**config.mk**
```make
export PLATFORM = sky130hd
export DESIGN_NAME = fila_instrucoes_flat
export DESIGN_NICKNAME = d
export VERILOG_FILES = /design/src/rtl/fila_instrucoes_if.sv /design/src/rtl/fila_instrucoes.sv /design/src/flat_wrapper.sv
export SDC_FILE = /design/constraint.sdc
export NUM_CORES = 1
export LEC_CHECK = 0
export BUFFER_PORTS_ARGS = -buffer_cell sky130_fd_sc_hd__buf_2
export CAP_MARGIN = 20
export CORE_MARGIN = 3
export CORE_UTILIZATION = 50
export DETAILED_ROUTE_END_ITERATION = 10
export GPL_TIMING_DRIVEN = 0
export PLACE_DENSITY_LB_ADDON = 0.3
export SYNTH_ARGS = -nofsm -noshare
export SYNTH_HDL_FRONTEND = slang
export SYNTH_SLANG_ARGS = --single-unit
export TNS_END_PERCENT = 20
```
**constraint.sdc**
```tcl
create_clock -name clock -period 9.8 [get_ports clock]
set_input_delay 0.49 -clock clock [delete_from_list [all_inputs] [get_ports clock]]
set_output_delay 0.49 -clock clock [all_outputs]
set_load 0.01 [all_outputs]
```
**src/rtl/fila_instrucoes_if.sv**
```systemverilog
// Issue-side bus between the instruction queue and the reservation station.
interface fila_instrucoes_if;
  logic [15:0] instrucao_out;
  logic        nv_inst;
  logic [2:0]  endr_Vj;
  logic [2:0]  endr_Vk;
  logic        SR_R_cheia;
  logic        SR_I_cheia;

  modport master (
    output instrucao_out, nv_inst, endr_Vj, endr_Vk,
    input  SR_R_cheia, SR_I_cheia
  );

  modport slave (
    input  instrucao_out, nv_inst, endr_Vj, endr_Vk,
    output SR_R_cheia, SR_I_cheia
  );
endinterface

```
**src/rtl/fila_instrucoes.sv**
```systemverilog
// In-order instruction FIFO with an issue stage that waits out a settle window
// after every issue so the registered reservation-station full flags catch up.
module fila_instrucoes #(
  parameter int DEPTH         = 8,
  parameter int SETTLE_CYCLES = 1
) (
  input  logic                       clock,
  input  logic                       resetn,
  input  logic                       wr_en,
  input  logic [15:0]                instr_wr,
  input  logic                       flush,
  fila_instrucoes_if.master          issue,
  output logic                       fila_cheia,
  output logic                       fila_vazia,
  output logic [$clog2(DEPTH+1)-1:0] ocupacao,
  output logic                       overflow
);

  localparam int PW = (DEPTH > 1) ? $clog2(DEPTH) : 1;
  localparam int CW = $clog2(DEPTH+1);

  typedef enum logic {IDLE, SETTLE} estado_t;

  // R-class reads [10:8]/[7:5]; I-class reads store data/dest [13:11] and base [10:8]
  function automatic logic [5:0] decode_endr(input logic [15:0] w);
    if (w[15]) begin
      decode_endr = {w[13:11], w[10:8]};
    end else begin
      decode_endr = {w[10:8], w[7:5]};
    end
  endfunction

  logic [15:0]   mem_r [DEPTH];
  logic [PW-1:0] rd_ptr_r, wr_ptr_r;
  logic [CW-1:0] count_r, count_nxt_s;
  logic [1:0]    settle_cnt_r;
  estado_t       state_r, next_state_s;
  logic          fila_cheia_r, fila_vazia_r, overflow_r;
  logic [15:0]   instrucao_r;
  logic [2:0]    endr_vj_r, endr_vk_r;
  logic          nv_inst_r;
  logic [15:0]   head_s;
  logic          head_full_s, issue_s, push_s, drop_s;
  logic [5:0]    endr_s;

  // Next-state and issue decision
  always_comb begin
    next_state_s = state_r;
    issue_s      = 1'b0;
    head_s       = mem_r[rd_ptr_r];
    head_full_s  = head_s[15] ? issue.SR_I_cheia : issue.SR_R_cheia;
    endr_s       = decode_endr(head_s);
    case (state_r)
      IDLE: begin
        if (!fila_vazia_r && !head_full_s && !flush) begin
          issue_s      = 1'b1;
          next_state_s = SETTLE;
        end else begin
          next_state_s = IDLE;
        end
      end
      SETTLE: begin
        if (flush || (settle_cnt_r == 2'(SETTLE_CYCLES - 1))) begin
          next_state_s = IDLE;
        end else begin
          next_state_s = SETTLE;
        end
      end
      default: next_state_s = IDLE;
    endcase
  end

  // Push acceptance and next occupancy; a push that coincides with an issue fits even when full
  always_comb begin
    push_s      = wr_en && !flush && (!fila_cheia_r || issue_s);
    drop_s      = wr_en && !flush && fila_cheia_r && !issue_s;
    count_nxt_s = count_r;
    if (flush) begin
      count_nxt_s = {CW{1'b0}};
    end else begin
      case ({push_s, issue_s})
        2'b10:   count_nxt_s = count_r + CW'(1);
        2'b01:   count_nxt_s = count_r - CW'(1);
        default: count_nxt_s = count_r;
      endcase
    end
  end

  // FSM state and settle counter
  always_ff @(posedge clock) begin
    if (!resetn) begin
      state_r      <= IDLE;
      settle_cnt_r <= 2'd0;
    end else begin
      state_r <= next_state_s;
      if ((state_r == SETTLE) && (next_state_s == SETTLE)) begin
        settle_cnt_r <= settle_cnt_r + 2'd1;
      end else begin
        settle_cnt_r <= 2'd0;
      end
    end
  end

  // Storage array, no reset needed since pointers define validity
  always_ff @(posedge clock) begin
    if (push_s) begin
      mem_r[wr_ptr_r] <= instr_wr;
    end
  end

  // Pointers, flags and registered issue outputs
  always_ff @(posedge clock) begin
    if (!resetn) begin
      rd_ptr_r     <= {PW{1'b0}};
      wr_ptr_r     <= {PW{1'b0}};
      count_r      <= {CW{1'b0}};
      fila_vazia_r <= 1'b1;
      fila_cheia_r <= 1'b0;
      overflow_r   <= 1'b0;
      nv_inst_r    <= 1'b0;
      instrucao_r  <= 16'h0000;
      endr_vj_r    <= 3'd0;
      endr_vk_r    <= 3'd0;
    end else begin
      nv_inst_r <= issue_s;
      if (issue_s) begin
        instrucao_r <= head_s;
        endr_vj_r   <= endr_s[5:3];
        endr_vk_r   <= endr_s[2:0];
      end
      if (drop_s) begin
        overflow_r <= 1'b1;
      end
      if (flush) begin
        rd_ptr_r <= {PW{1'b0}};
        wr_ptr_r <= {PW{1'b0}};
      end else begin
        if (push_s) begin
          wr_ptr_r <= wr_ptr_r + PW'(1);
        end
        if (issue_s) begin
          rd_ptr_r <= rd_ptr_r + PW'(1);
        end
      end
      count_r      <= count_nxt_s;
      fila_vazia_r <= (count_nxt_s == {CW{1'b0}});
      fila_cheia_r <= (count_nxt_s == CW'(DEPTH));
    end
  end

  assign issue.instrucao_out = instrucao_r;
  assign issue.nv_inst       = nv_inst_r;
  assign issue.endr_Vj       = endr_vj_r;
  assign issue.endr_Vk       = endr_vk_r;
  assign fila_cheia          = fila_cheia_r;
  assign fila_vazia          = fila_vazia_r;
  assign ocupacao            = count_r;
  assign overflow            = overflow_r;

endmodule
```
**src/flat_wrapper.sv**
```systemverilog
// flat-port wrapper written by rule: the top's interface ports become plain ports
module fila_instrucoes_flat 
#(
  parameter int DEPTH         = 8,
  parameter int SETTLE_CYCLES = 1
)
  (clock, resetn, wr_en, instr_wr, flush, fila_cheia, fila_vazia, ocupacao, overflow, issue_instrucao_out, issue_nv_inst, issue_endr_Vj, issue_endr_Vk, issue_SR_R_cheia, issue_SR_I_cheia);
  fila_instrucoes_if issue_i ();
  input  logic clock;
  input  logic resetn;
  input  logic wr_en;
  input  logic [15:0] instr_wr;
  input  logic flush;
  output logic fila_cheia;
  output logic fila_vazia;
  output logic [$clog2(DEPTH+1)-1:0] ocupacao;
  output logic overflow;
  output wire logic [$bits(issue_i.instrucao_out)-1:0] issue_instrucao_out;
  output wire logic [$bits(issue_i.nv_inst)-1:0] issue_nv_inst;
  output wire logic [$bits(issue_i.endr_Vj)-1:0] issue_endr_Vj;
  output wire logic [$bits(issue_i.endr_Vk)-1:0] issue_endr_Vk;
  input wire logic [$bits(issue_i.SR_R_cheia)-1:0] issue_SR_R_cheia;
  input wire logic [$bits(issue_i.SR_I_cheia)-1:0] issue_SR_I_cheia;
  assign issue_instrucao_out = issue_i.instrucao_out;
  assign issue_nv_inst = issue_i.nv_inst;
  assign issue_endr_Vj = issue_i.endr_Vj;
  assign issue_endr_Vk = issue_i.endr_Vk;
  assign issue_i.SR_R_cheia = issue_SR_R_cheia;
  assign issue_i.SR_I_cheia = issue_SR_I_cheia;
  fila_instrucoes #(.DEPTH(DEPTH), .SETTLE_CYCLES(SETTLE_CYCLES)) u_core (.clock(clock), .resetn(resetn), .wr_en(wr_en), .instr_wr(instr_wr), .flush(flush), .issue(issue_i), .fila_cheia(fila_cheia), .fila_vazia(fila_vazia), .ocupacao(ocupacao), .overflow(overflow));
endmodule
```
==> impl_metrics.py <==
metrics = {
    "floorplanning": {
        "core_region_area_um2": 12820,
        "initial_core_util": 0.5203,
        "number_of_cell_rows": 41,
        "ios": 52,
        "die_width_um": 121.5,
        "floorplan.die.height_um": 121.5,
        "design.die.area_um2": 14770,
    },
    "placement": {
        "port-buffer-count": 51,
        "placed_cells_incl_taps": 643,
        "place_hpwl_um": 9461,
        "gp_congestion": 0.7871,
    },
    "cts": {
        "clkSlewWorstSetupHoldPaths_ns": 0.06,
        "clock_tree.buffer_depth": 2,
        "resized_cells_post_cts": 0,
        "cts_sinks": 170,
        "cts_hold_buf": 0,
        "cts_post_setup_buffers_inserted": 0,
        "htreeDepth": 4,
        "number_of_cts_inserted_buffers": 17,
        "worstSkewPairLatency_ns": 0.43,
        "clock_root_buffer": "sky130_fd_sc_hd__clkbuf_16",
        "tritoncts": "done",
    },
    "logic_synthesis": {
        "syn-cell-area_um2": 6673,
        "synth.avg_cell_area_um2": 16.27,
        "post_synthesis_sequential_area_ratio": 0.7020,
        "synth_top_area_frac": 0.5760,
        "netlist_instances": 410,
        "synth_fp_nets": 438,
        "synth-seq-cells": 170,
        "synthArstFlopShare": 0,
        "synth_commonest_cells": "sky130_fd_sc_hd__edfxtp_1, sky130_fd_sc_hd__dfxtp_1, sky130_fd_sc_hd__nor2_1",
        "synth_area_leaders": "sky130_fd_sc_hd__edfxtp_1, sky130_fd_sc_hd__dfxtp_1, sky130_fd_sc_hd__mux4_2, sky130_fd_sc_hd__mux2i_1, sky130_fd_sc_hd__nor2_1",
        "yosys.area.top_type": "sky130_fd_sc_hd__edfxtp_1",
        "synth_enable_flop_cells": 128,
        "predominant_post_synthesis_flop_cell": "sky130_fd_sc_hd__edfxtp_1",
        "yosysMostFrequentCell": "sky130_fd_sc_hd__edfxtp_1",
        "synth_cell_types": 44,
        "yosys_warnings": 0,
    },
    "timing": {
        "finalSetupTns_ns": 0,
        "finalSetupViolations": 0,
        "tightest_slew_margin_relative_to_the_limit": 0.3206,
        "fmax_mhz": 263.3,
        "max_slew.worst_pin.slew_ns": 1.014,
        "report.final.hold_viol_count": 0,
        "fin_worst_skew_ns": 0.009942,
        "layout_worst_path_cycle_share": 0.3876,
        "grt_setup_unrepaired": "false",
        "finalWorstPathRequiredPeriod_ns": 3.798,
        "timing.final.max_slew_violations": 0,
    },
    "route": {
        "first_iter_violations": 379,
        "drtAntennaViolNets": 0,
        "wl_per_cell_um": 20.39,
        "drc": 0,
        "via_count": 3829,
        "drt-vias-per-instance": 5.673,
        "dr.pass1.iters": 5,
        "detail_route.wirelength_um": 13770,
    },
    "final_layout": {
        "seqCellArea_um2": 4684,
        "multiInputGateArea_um2": 1881,
        "finish.net_count": 518,
        "layout-drive-gt1-share": 0.3002,
        "n_antenna_cell": 0,
        "number_of_inserted_filler_cells_in_the_final_layout": 950,
        "finalNonFillerCells": 675,
        "areaGrowthSynthToFinish_pct": 17.89,
    },
    "worst_setup_path": {
        "crit_required_ns": 10.12,
        "critical_path.startpoint_type": "register",
        "crit_type": "register to register",
        "arrival_time_worst_endpoint_ns": 4.12,
        "crit_fanout": 11,
        "end_kind": "register",
    },
    "power": {
        "fin_total_pwr_mw": 1.455,
        "total_switching_power_uw": 295.6,
        "vdd.ir_drop.worst_mv": 0.1234,
        "switching_share": 0.2031,
        "p_leak_nw": 2.633,
        "p_per_area_nw_per_um2": 185.0,
        "intPower_mw": 1.160,
        "comb_power_frac": 0.032,
        "pwr-share-clk": 0.430,
        "power.sequential.fraction": 0.538,
    },
    "global_route": {
        "first_pass_grt_wire_length_um": 21390,
        "grt_pass1_vias": 3835,
        "grt_start_max_net_pins": 17,
        "antenna_found_initial": 1,
        "grt_remaining_overflow": 0,
        "globalRouteTotalUtil": 0.2006,
    },
    "min_path": {
        "worst_hold_path_type": "input pin to register",
        "worst_hold_startpoint": "instr_wr[2]",
    },
    "run_status": {
        "outcome": "complete, no violations",
    },
    "flow_run": {
        "max_cap_violations": 0,
    },
}
## path summary, 6_finish.rpt
kind / end / slack (ns) / depth (start not counted)
max reg2reg: u_core.fila_vazia$_SDFF_PN1_ / 6.00 / 15
min: u_core.mem_r[7][2]$_DFFE_PP_ / 0.32 / 1
min reg2reg: u_core.settle_cnt_r[0]$_SDFF_PN0_ / 0.41 / 1
max: u_core.fila_vazia$_SDFF_PN1_ / 6.00 / 15
## per-layer routing
metal / vias up / global-route usage / wire length (um)
li1: 1756 / - / -
met1: 1922 / 0.2661 / 5921
met2: 119 / 0.3174 / 6710
met3: 30 / 0.04382 / 770
met4: 2 / 0.09664 / 348
met5: - / 0 / 13
## logic make-up after synthesis
family	share of synthesized area
xor+xnor	0.006564
buf+inv	0.02119
simple gates	0.06600
flops	0.7020
fa+ha+maj	0.01125
compound gates	0.07407
mux	0.1189
## metrics by stage
stage                     area [um^2]  hold slack [ns]  utilization  worst slack [ns]
after floorplan                  6673           0.3925            -             6.181
after global placement           7143           0.4019       0.5570             4.389
after detailed placement         7305           0.4013       0.5696             6.041
after CTS                        7866           0.3063       0.6134             6.018
after global routing             7866           0.3296       0.6134             5.820
final                            7866           0.3158       0.6134             6.002
## flip-flops by register name (all words and copies together) (netlist names), 2 cells and up, named ones only
register / flops
u_core.issue.endr_Vk: 3
u_core.wr_ptr_r: 3
u_core.rd_ptr_r: 3
u_core.issue.instrucao_out: 16
u_core.ocupacao: 4
u_core.issue.endr_Vj: 3
u_core.settle_cnt_r: 2
u_core.mem_r: 128
## power groups by stage
stage	clock, mW	sequential, mW	combinational [mW]
floorplan	0	0.799	0.0242
global placement	0	0.798	0.0437
detailed placement	0	0.798	0.0465
CTS	0.634	0.783	0.0468
global route	0.663	0.783	0.0512
finish	0.626	0.783	0.0466
## worst max-delay path, stage by stage (launching register included)
cell                      delay (ns)
sky130_fd_sc_hd__dfxtp_1        0.40
sky130_fd_sc_hd__buf_6          0.20
sky130_fd_sc_hd__mux2i_1        0.25
sky130_fd_sc_hd__mux4_2         0.45
sky130_fd_sc_hd__mux2i_4        0.36
sky130_fd_sc_hd__inv_2          0.10
sky130_fd_sc_hd__buf_6          0.17
sky130_fd_sc_hd__buf_6          0.17
sky130_fd_sc_hd__ha_1           0.28
sky130_fd_sc_hd__xor2_1         0.19
sky130_fd_sc_hd__ha_1           0.19
sky130_fd_sc_hd__a21oi_1        0.15
sky130_fd_sc_hd__xor2_1         0.09
sky130_fd_sc_hd__or3_1          0.32
sky130_fd_sc_hd__and2_1         0.18
sky130_fd_sc_hd__a31o_2         0.19
## cell usage in the layout, fill, tap and decap left out, types with 3 or more instances in the layout
cell type / instances
sky130_fd_sc_hd__edfxtp_1: 128
sky130_fd_sc_hd__ha_1: 6
sky130_fd_sc_hd__buf_2: 56
sky130_fd_sc_hd__nor3_2: 4
sky130_fd_sc_hd__clkbuf_1: 11
sky130_fd_sc_hd__buf_8: 6
sky130_fd_sc_hd__clkbuf_16: 17
sky130_fd_sc_hd__dfxtp_1: 42
sky130_fd_sc_hd__buf_1: 3
sky130_fd_sc_hd__mux4_2: 24
sky130_fd_sc_hd__buf_6: 6
sky130_fd_sc_hd__a311oi_2: 8
sky130_fd_sc_hd__or3_1: 4
sky130_fd_sc_hd__a32o_1: 3
sky130_fd_sc_hd__o22ai_1: 7
sky130_fd_sc_hd__o21ai_0: 4
sky130_fd_sc_hd__nor2_1: 34
sky130_fd_sc_hd__clkinv_4: 3
sky130_fd_sc_hd__nor2_2: 3
sky130_fd_sc_hd__nand2_1: 28
sky130_fd_sc_hd__a21oi_1: 11
sky130_fd_sc_hd__nand2b_1: 7
sky130_fd_sc_hd__xor2_1: 3
sky130_fd_sc_hd__clkinvlp_4: 5
sky130_fd_sc_hd__o22a_1: 3
sky130_fd_sc_hd__mux2i_1: 23
sky130_fd_sc_hd__inv_1: 7
sky130_fd_sc_hd__and2_1: 3
sky130_fd_sc_hd__a211oi_2: 7
sky130_fd_sc_hd__nand3_1: 5
## layout make-up
type / instances / share of cell area
timing repair buffer: 61 / 0.04867
buffer: 20 / 0.01416
inverter: 8 / 0.003817
tap: 172 / 0.02736
sequential: 170 / 0.5955
multi-input combinational: 212 / 0.2391
clock inverter: 10 / 0.01241
clock buffer: 22 / 0.05901
No activity file was read; power rests on OpenSTA's default activity.
